==> src/rtl/iter_alu_if.sv <==
// Operand/result bundle between the issue stage and iter_alu.
// Optional multiply is controlled by ITER_ALU_MUL_EN inside iter_alu, not here.
// master drives start/a/b/sel; slave returns f/ovf/take_branch/busy/done.
interface iter_alu_if #(
  parameter int WIDTH = 8
);
  logic             start;
  logic [WIDTH-1:0] a;
  logic [WIDTH-1:0] b;
  logic [3:0]       sel;
  logic [WIDTH-1:0] f;
  logic             ovf;
  logic             take_branch;
  logic             busy;
  logic             done;

  modport master (
    output start, a, b, sel,
    input  f, ovf, take_branch, busy, done
  );

  modport slave (
    input  start, a, b, sel,
    output f, ovf, take_branch, busy, done
  );
endinterface

==> src/rtl/iter_alu.sv <==
// Iterative WIDTH-bit ALU: ADD/NOT/AND/OR/SHR/SHL/EQ/NEQ/SUB, plus shift-add MUL when ITER_ALU_MUL_EN is defined.
// Latency start->done: 2 cycles for single-step ops, n+2 for shifts by n, WIDTH+2 for MUL.
// No backpressure: start is only sampled in IDLE; start while busy is dropped, done is a one-cycle pulse.
module iter_alu #(
  parameter int WIDTH = 8
) (
  input  logic      clk,
  input  logic      reset,
  iter_alu_if.slave bus
);
  localparam int SHW = $clog2(WIDTH);
  localparam int CW  = SHW + 1;   // counter must reach WIDTH for MUL

  localparam logic [3:0] OP_ADD = 4'd0;
  localparam logic [3:0] OP_NOT = 4'd1;
  localparam logic [3:0] OP_AND = 4'd2;
  localparam logic [3:0] OP_OR  = 4'd3;
  localparam logic [3:0] OP_SHR = 4'd4;
  localparam logic [3:0] OP_SHL = 4'd5;
  localparam logic [3:0] OP_EQ  = 4'd6;
  localparam logic [3:0] OP_NEQ = 4'd7;
  localparam logic [3:0] OP_SUB = 4'd8;
`ifdef ITER_ALU_MUL_EN
  localparam logic [3:0] OP_MUL = 4'd9;
`endif

  typedef enum logic [1:0] {S_IDLE, S_RUN, S_DONE} state_t;

  state_t           state_q;
  logic [WIDTH-1:0] a_q, b_q, sh_q, f_q;
  logic [3:0]       sel_q;
  logic [CW-1:0]    cnt_q;
  logic             ovf_q, br_q;

  logic [WIDTH-1:0] res_d, add_w, sub_w;
  logic             ovf_d, br_d;

`ifdef ITER_ALU_MUL_EN
  logic [2*WIDTH-1:0] acc_q;
  logic [WIDTH:0]     mul_sum_d;
  logic [2*WIDTH-1:0] acc_d;

  // One shift-add step: conditionally add A into the upper half, then shift the product right.
  always_comb begin
    mul_sum_d = {1'b0, acc_q[2*WIDTH-1:WIDTH]} + (acc_q[0] ? {1'b0, a_q} : '0);
    acc_d     = {mul_sum_d, acc_q[WIDTH-1:1]};
  end
`endif

  // Final result and flags for the latched op; only consumed when the RUN counter reaches zero.
  always_comb begin
    add_w = a_q + b_q;
    sub_w = a_q - b_q;
    res_d = '0;
    ovf_d = 1'b0;
    br_d  = 1'b0;
    case (sel_q)
      OP_ADD: begin
        res_d = add_w;
        ovf_d = (a_q[WIDTH-1] == b_q[WIDTH-1]) && (add_w[WIDTH-1] != a_q[WIDTH-1]);
      end
      OP_NOT: res_d = ~b_q;
      OP_AND: res_d = a_q & b_q;
      OP_OR:  res_d = a_q | b_q;
      OP_SHR, OP_SHL: res_d = sh_q;
      OP_EQ: begin
        res_d = WIDTH'(a_q == b_q);
        br_d  = (a_q == b_q);
      end
      OP_NEQ: begin
        res_d = WIDTH'(a_q != b_q);
        br_d  = (a_q != b_q);
      end
      OP_SUB: begin
        res_d = sub_w;
        ovf_d = (a_q[WIDTH-1] != b_q[WIDTH-1]) && (sub_w[WIDTH-1] != a_q[WIDTH-1]);
      end
`ifdef ITER_ALU_MUL_EN
      OP_MUL: begin
        res_d = acc_q[WIDTH-1:0];
        ovf_d = |acc_q[2*WIDTH-1:WIDTH];
      end
`endif
      default: ;  // illegal opcodes complete with zero result and flags
    endcase
  end

  // Control FSM and datapath: capture on accepted start, iterate in RUN, publish result on RUN->DONE.
  always_ff @(posedge clk) begin
    if (reset) begin
      state_q <= S_IDLE;
      f_q     <= '0;
      ovf_q   <= 1'b0;
      br_q    <= 1'b0;
      cnt_q   <= '0;
    end else begin
      case (state_q)
        S_IDLE: begin
          if (bus.start) begin
            a_q     <= bus.a;
            b_q     <= bus.b;
            sel_q   <= bus.sel;
            sh_q    <= bus.a;
            state_q <= S_RUN;
            if (bus.sel == OP_SHR || bus.sel == OP_SHL) begin
              cnt_q <= {1'b0, bus.b[SHW-1:0]};
`ifdef ITER_ALU_MUL_EN
            end else if (bus.sel == OP_MUL) begin
              cnt_q <= CW'(WIDTH);
`endif
            end else begin
              cnt_q <= '0;
            end
`ifdef ITER_ALU_MUL_EN
            acc_q <= {{WIDTH{1'b0}}, bus.b};
`endif
          end
        end
        S_RUN: begin
          if (cnt_q == '0) begin
            f_q     <= res_d;
            ovf_q   <= ovf_d;
            br_q    <= br_d;
            state_q <= S_DONE;
          end else begin
            cnt_q <= cnt_q - 1'b1;
            // sh_q is don't-care for non-shift ops, so it is stepped unconditionally
            if (sel_q == OP_SHR) begin
              sh_q <= sh_q >> 1;
            end else begin
              sh_q <= sh_q << 1;
            end
`ifdef ITER_ALU_MUL_EN
            acc_q <= acc_d;
`endif
          end
        end
        default: state_q <= S_IDLE;  // DONE lasts exactly one cycle
      endcase
    end
  end

  assign bus.f           = f_q;
  assign bus.ovf         = ovf_q;
  assign bus.take_branch = br_q;
  assign bus.busy        = (state_q != S_IDLE);
  assign bus.done        = (state_q == S_DONE);

endmodule

==> src/flat_wrapper.sv <==
// flat-port wrapper written by rule: the top's interface ports become plain ports
module iter_alu_flat 
#(
  parameter int WIDTH = 8
)
  (clk, reset, bus_start, bus_a, bus_b, bus_sel, bus_f, bus_ovf, bus_take_branch, bus_busy, bus_done);
  iter_alu_if #(.WIDTH(WIDTH)) bus_i ();
  input  logic clk;
  input  logic reset;
  input wire logic [$bits(bus_i.start)-1:0] bus_start;
  input wire logic [$bits(bus_i.a)-1:0] bus_a;
  input wire logic [$bits(bus_i.b)-1:0] bus_b;
  input wire logic [$bits(bus_i.sel)-1:0] bus_sel;
  output wire logic [$bits(bus_i.f)-1:0] bus_f;
  output wire logic [$bits(bus_i.ovf)-1:0] bus_ovf;
  output wire logic [$bits(bus_i.take_branch)-1:0] bus_take_branch;
  output wire logic [$bits(bus_i.busy)-1:0] bus_busy;
  output wire logic [$bits(bus_i.done)-1:0] bus_done;
  assign bus_i.start = bus_start;
  assign bus_i.a = bus_a;
  assign bus_i.b = bus_b;
  assign bus_i.sel = bus_sel;
  assign bus_f = bus_i.f;
  assign bus_ovf = bus_i.ovf;
  assign bus_take_branch = bus_i.take_branch;
  assign bus_busy = bus_i.busy;
  assign bus_done = bus_i.done;
  iter_alu #(.WIDTH(WIDTH)) u_core (.clk(clk), .reset(reset), .bus(bus_i));
endmodule
==> config.mk <==
export PLATFORM = sky130hd
export DESIGN_NAME = iter_alu_flat
export DESIGN_NICKNAME = d
export VERILOG_FILES = /design/src/rtl/iter_alu_if.sv /design/src/rtl/iter_alu.sv /design/src/flat_wrapper.sv
export SDC_FILE = /design/constraint.sdc
export NUM_CORES = 1
export LEC_CHECK = 0
export CAP_MARGIN = 20
export CORE_MARGIN = 5
export CORE_UTILIZATION = 60
export CTS_CLUSTER_DIAMETER = 60
export DETAILED_ROUTE_END_ITERATION = 16
export GPL_ROUTABILITY_DRIVEN = 0
export PLACE_DENSITY = 0.94
export SYNTH_ARGS = -nofsm -noshare
export SYNTH_HDL_FRONTEND = slang
export SYNTH_SLANG_ARGS = --single-unit
==> constraint.sdc <==
create_clock -name clk -period 3.7 [get_ports clk]
set_input_delay 0.555 -clock clk [delete_from_list [all_inputs] [get_ports clk]]
set_output_delay 0.555 -clock clk [all_outputs]
set_load 0.01 [all_outputs]
==> run_results.csv, run 1 <==
group,metric,value,unit
global_route,grt_pass1_vias,2336,
drt,ant_nets,0,
synthesis,synth_most_common_cell,"edfxtp_1",
cells_and_area,diodes,0,
setup_path,critical_path_required,3870,ps
clock_network,post-cts-setup-buffers,0,
clock_network,cts_root_buf,"clkbuf_8",
sta,clock-skew-final,7.747,ps
synthesis,synth_edf_count,28,
synthesis,async_flop_share,0,
placed_design,dp_hpwl,5047,µm
sta,tightest_slew,972.2,ps
sta,slew_violations,0,
power,powerDensity,428.4,mW/mm²
global_route,track_usage,0.2256,
power,p_leak,1.290,nW
setup_path,cp_slowest_cell,"edfxtp_1",
sta,fin_ws,1302,ps
cells_and_area,final_nets,380,
status,outcome,"completed",
drt,wirelength,6994,µm
synthesis,ys_ff_latch,44,
cells_and_area,final_area,0.003364,mm²
cells_and_area,drive_gt1_frac,0.03939,
clock_network,clk_latency,300,ps
synthesis,syn_avg_cell_area,9.651,µm²
setup_path,critPathLaunchType,"register",
synthesis,synth.area.top_cells,"edfxtp_1 (29%), ha_1 (11%), dfxtp_1 (11%)",
setup_path,crit_path_max_fanout,4,
drt,dr_total_vias,2492,
synthesis,ys_warn_count,0,
setup_path,path_delay_family,"compound AO/OA/AOI/OAI gates",
clock_network,clk_pin_slew,80,ps
setup_path,worstSetupEndpointType,"register",
synthesis,ys_types,49,
sta,rsz0062_at_grt,"false",
drt,wl_per_cell,18.21,µm
clock_network,cts_made_buffers,5,
setup_path,critical_path.n_buffers_inverters,0,
synthesis,synthCells,300,
setup_path,crit_chain,"ha_1 > fa_1 > a21oi_1 > o21ai_0 > and3_1 > o21a_1 > a211oi_1 > o21ai_0",
clock_network,cts_hold_buf,0,
clock_network,clkSinkCount,44,
floorplan,rows,25,
hold_path,min_path_type,"register to register",
drt,dr.pass1.iters,9,
placed_design,dpl_cell_area,0.003258,mm²
synthesis,ys_dominant_reg_cell,"edfxtp_1",
setup_path,cp_common_cell,"o21ai_0",
synthesis,yosysTopAreaCell,"edfxtp_1",
clock_network,clk_path_buf_depth,2,
sta,timing.setup.tns,0,ps
floorplan,die_x,79.47,µm
clock_network,cts_htree_levels,2,
drt,drc,0,
placed_design,dpl_worst_slack,1116,ps
drt,drt_iter0_drc,325,
sta,min_period,2398,ps
floorplan,dieArea,0.006315,mm²
sta,fmax,417.0,MHz
synthesis,synth.net_count,351,
drt,routed_via_density,6.490,
setup_path,crit_type,"register to register",
sta,hold_violations,0,
sta,slew-limit-headroom,0.3519,
power,ir_drop,0.0002710,V
flow_run,cap_violations,0,
global_route,grt_max_degree,25,
power,report.power.total,1.441,mW
floorplan,pin_count,35,
clock_network,cts_tree,"done",
floorplan,die_h,79.47,µm
synthesis,ys_seq_area_frac,0.4010,
global_route,grt.overflow.total,0,
floorplan,core,0.004692,mm²
synthesis,synth_common_cells,"edfxtp_1 (28), ha_1 (26), nand2_1 (25)",
synthesis,syn-cell-area,0.002895,mm²
setup_path,cpPeakStageDelay,440,ps
setup_path,arrival,2570,ps
sta,setup_viol_count_final,0,
cells_and_area,syn2layout_area_growth,16.21,%
clock_network,cts-resized-gates,0,
placed_design,portBuffers,34,
sta,fin_crit_sh,0.6482,
global_route,antenna_found_initial,0,
floorplan,start_util,0.6171,
global_route,grt_pass1_wl,11070,µm
synthesis,synth_top_area_frac,0.2904,
[per-stage QoR]
stage,hold WS (ps),utilization,cells
global route,518.8,0.7171,384
floorplan,480.5,-,300
finish,461.7,0.7171,384
global placement,446.0,0.6944,376
detailed placement,452.1,0.6944,376
CTS,463.2,0.7171,384
[registers in the layout (all words and copies together) (netlist names)]
signal,flops
u_core.a_q,8
u_core.sh_q,8
u_core.bus.f,8
u_core.bus.ovf,1
u_core.b_q,8
u_core.bus.take_branch,1
u_core.state_q,2
u_core.cnt_q,4
u_core.sel_q,4
[placed cells by master (no fill, tap or decap), drive strengths merged, types with 4 or more instances in the layout]
| cell type | instances |
|---|---|
| clkdlybuf4s50 | 34 |
| edfxtp | 28 |
| ha | 26 |
| nand2 | 25 |
| inv | 25 |
| nor2 | 24 |
| o21ai | 22 |
| dfxtp | 16 |
| mux2i | 14 |
| a21oi | 14 |
| xnor2 | 10 |
| a32oi | 7 |
| a211oi | 7 |
| clkbuf | 7 |
| nor2b | 6 |
| a221oi | 5 |
| nand2b | 4 |
| nor3b | 4 |
| nand3 | 4 |
| nor3 | 4 |
| a22oi | 4 |
[power by group]
group          internal (mW)  switching (mW)
logic                  0.185           0.238
registers              0.589          0.0591
clock network          0.202           0.169
total                  0.976           0.466
[worst register-to-register path: stages (launching register included)]
cell      delay, ps
edfxtp_1        440
ha_1            280
fa_1            400
a21oi_1         190
o21ai_0         130
and3_1          190
o21a_1          160
a211oi_1        310
o21ai_0         150
[logic make-up (layout without fill, tap and decap cells)]
family / Yosys count / after routing / share of synthesized area
AO/OA/AOI/OAI: 79 / 79 / 0.1889
XOR/XNOR: 13 / 13 / 0.03933
adder cells (fa/ha/maj): 28 / 28 / 0.1262
buffers and inverters: 39 / 69 / 0.05316
flip-flops: 44 / 44 / 0.4010
multiplexers: 15 / 15 / 0.05229
AND/OR/NAND/NOR: 82 / 82 / 0.1392
[routing by layer]
metal | vias up | part of all wire | global-route usage
met3 | 20 | 0.073 | 0.04063
met2 | 146 | 0.49 | 0.3806
met5 | - | 0 | 0
li1 | 1140 | - | -
met1 | 1186 | 0.41 | 0.2870
met4 | 0 | 0.018 | 0.08419
[layout make-up]
type                    count  area, µm²
repair buffers             36      355.3
inverters                  25      93.84
clock buffers               7      76.32
clock inverters             1      30.03
well taps                  54      67.56
multi-input cells         217       1580
fillers                   326       1328
flip-flops and latches     44       1161
[path summary, 6_finish.rpt]
kind | from | end | slack (ps) | depth (start not counted)
max | u_core.b_q[0]$_DFFE_PP_ | u_core.bus.f[6]$_SDFFE_PP0P_ | 1300 | 8
min | u_core.bus.take_branch$_SDFFE_PP0P_ | u_core.bus.take_branch$_SDFFE_PP0P_ | 460 | 2
max reg2reg | u_core.b_q[0]$_DFFE_PP_ | u_core.bus.f[6]$_SDFFE_PP0P_ | 1300 | 8
min reg2reg | u_core.bus.take_branch$_SDFFE_PP0P_ | u_core.bus.take_branch$_SDFFE_PP0P_ | 460 | 2
No activity file was read; power rests on OpenSTA's default activity.
==> run 2: changes to the inputs <==
- CORE_UTILIZATION: 60 -> 51
- PLACE_DENSITY: 0.94 -> 0.86
- clock period: 3.7 -> 1.9 ns (I/O delays scaled with it)
==> run 2 against run 1 <==
- the run now ends with negative setup slack left
- cell count up 20%
- clock skew increased by 1.3 ps
- first-iteration DRC count rose by 4.0%
- sequential cell count unchanged
- cell area rose by 22%
- global-route usage rose by 2.6 points
- sequential share of layout area shrank 6.2 points
- utilization is 2.8 points higher
- critical endpoint unchanged
- highest routed layer unchanged
==> run_results.csv, run 2 (synthesis results as in run 1) <==
group,metric,value,unit
drt,drc,0,
cells_and_area,final_core_util,0.7453,
cells_and_area,drive_gt1_frac,0.2949,
cells_and_area,diodes,0,
drt,wirelength,8982,µm
cells_and_area,layout_commonest_cell,"buf_4",
cells_and_area,multiInputGateArea,0.001824,mm²
status,violations,"negative setup slack",
clock_network,clk_path_buf_depth,2,
global_route,antenna_found_initial,0,
power,powerDensity,759.4,mW/mm²
drt,wl_per_cell,19.44,µm
power,p_leak,1.618,nW
drt,dr_total_vias,2824,
sta,holdWs,464.1,ps
setup_path,crit_path_max_fanout,4,
status,outcome,"complete, but fails checks",
floorplan,dieArea,0.007284,mm²
sta,fin_ws,-306.7,ps
drt,routed_via_density,6.113,
cells_and_area,final_nets,440,
cells_and_area,final_area,0.004104,mm²
clock_network,cts_root_buf,"clkbuf_8",
global_route,track_usage,0.2513,
floorplan,die_x,85.35,µm
clock_network,cts_made_buffers,5,
setup_path,arrival,2390,ps
power,seqPwrFrac,0.399,
hold_path,hold_depth,2,
power,p_switching,1.034,mW
power,swShare,0.3317,
sta,fmax,453.2,MHz
placed_design,dp_hpwl,5963,µm
clock_network,clkSinkCount,44,
cells_and_area,mostFrequentLayoutCells,"buf_4 (57), clkdlybuf4s50_1 (34), edfxtp_1 (28)",
sta,tightest_slew,674.0,ps
cells_and_area,n_fill_cell,338,
sta,slew-limit-headroom,0.5507,
sta,clock-skew-final,9.019,ps
clock_network,clk_latency,300,ps
sta,slew_violations,0,
placed_design,dpl_cell_area,0.003720,mm²
floorplan,start_util,0.5258,
placed_design,dpl_worst_slack,-359.7,ps
global_route,grt_pass1_wl,14400,µm
cells_and_area,syn2layout_area_growth,41.75,%
floorplan,core,0.005507,mm²
cells_and_area,regArea,0.001161,mm²
global_route,grt_pass1_vias,2857,
setup_path,critical_path_required,2080,ps
sta,fin_crit_sh,1.161,
power,p_clk_frac,0.211,
sta,setup_viol_count_final,8,
drt,drt_iter0_drc,338,
clock_network,clk_pin_slew,80,ps
global_route,grt_max_degree,22,
placed_design,portBuffers,34,
sta,rsz0062_at_grt,"true",
floorplan,die_h,85.35,µm
floorplan,pin_count,35,
drt,ant_nets,0,
hold_path,min_path_type,"register to register",
floorplan,rows,27,
sta,min_period,2207,ps
clock_network,cts_tree,"done",
setup_path,reg2regPathDepth,8,
setup_path,crit_type,"register to register",
clock_network,cts_htree_levels,2,
setup_path,worstSetupEndpointType,"register",
setup_path,critPathLaunchType,"register",
drt,dr.pass1.iters,5,
power,ir_drop,0.0005197,V
power,p_int,2.083,mW
sta,hold_violations,0,
flow_run,cap_violations,0,
global_route,grt.overflow.total,0,
power,p_comb_frac,0.391,
## run 2: path summary, 6_finish.rpt
check	start	endpoint	slack (ps)
hold / removal	u_core.bus.take_branch$_SDFFE_PP0P_	u_core.bus.take_branch$_SDFFE_PP0P_	460
setup reg to reg	u_core.a_q[5]$_DFFE_PP_	u_core.bus.f[6]$_SDFFE_PP0P_	-310
hold reg to reg	u_core.bus.take_branch$_SDFFE_PP0P_	u_core.bus.take_branch$_SDFFE_PP0P_	460
setup / recovery	u_core.a_q[5]$_DFFE_PP_	u_core.bus.f[6]$_SDFFE_PP0P_	-310
## run 2: power by group through the flow
stage | registers (mW) | logic, mW | clock network (mW)
after detailed placement | 1.26 | 1.03 | 0
after CTS | 1.24 | 1.10 | 0.677
after global placement | 1.25 | 0.984 | 0
after global routing | 1.25 | 1.32 | 0.716
final | 1.24 | 1.22 | 0.656
after floorplan | 1.24 | 0.584 | 0
## run 2: layout make-up
class | instances | area share
clock buffer | 8 | 0.02470
inverter | 25 | 0.02287
multi-input combinational | 217 | 0.4445
sequential | 44 | 0.2829
tap | 72 | 0.02195
timing repair buffer | 96 | 0.2030
## run 2: worst max-delay path: stages, from the launching register on
cell      delay, ps
edfxtp_1        450
inv_2            80
ha_4            300
nor2_1           60
a221o_1         370
a41oi_1         270
xnor2_1         130
a211oi_2        320
o21ai_1         110
## run 2: per-layer routing
layer | share of wire | vias up | track usage
met5 | 0 | - | 0
met4 | 0.050 | 0 | 0.1252
met3 | 0.074 | 56 | 0.05437
met2 | 0.48 | 183 | 0.4202
met1 | 0.40 | 1327 | 0.3041
li1 | - | 1258 | -
## run 2: metrics by stage
step | TNS, ps | power (mW) | std cells
2_1_floorplan | -241.1 | 1.827 | 300
3_5_place_dp | -1149 | 2.286 | 443
5_1_grt | -2071 | 3.294 | 462
6_report | -1367 | 3.116 | 462
3_3_place_gp | -776.7 | 2.231 | 443
4_1_cts | -728.6 | 3.013 | 456
## run 2: repair_timing
action,CTS,global route
hold buffers,0,0
endpoints found under the setup margin,8,19
pin swaps,12,7
buffers inserted,5,6
gates resized for setup,24,20
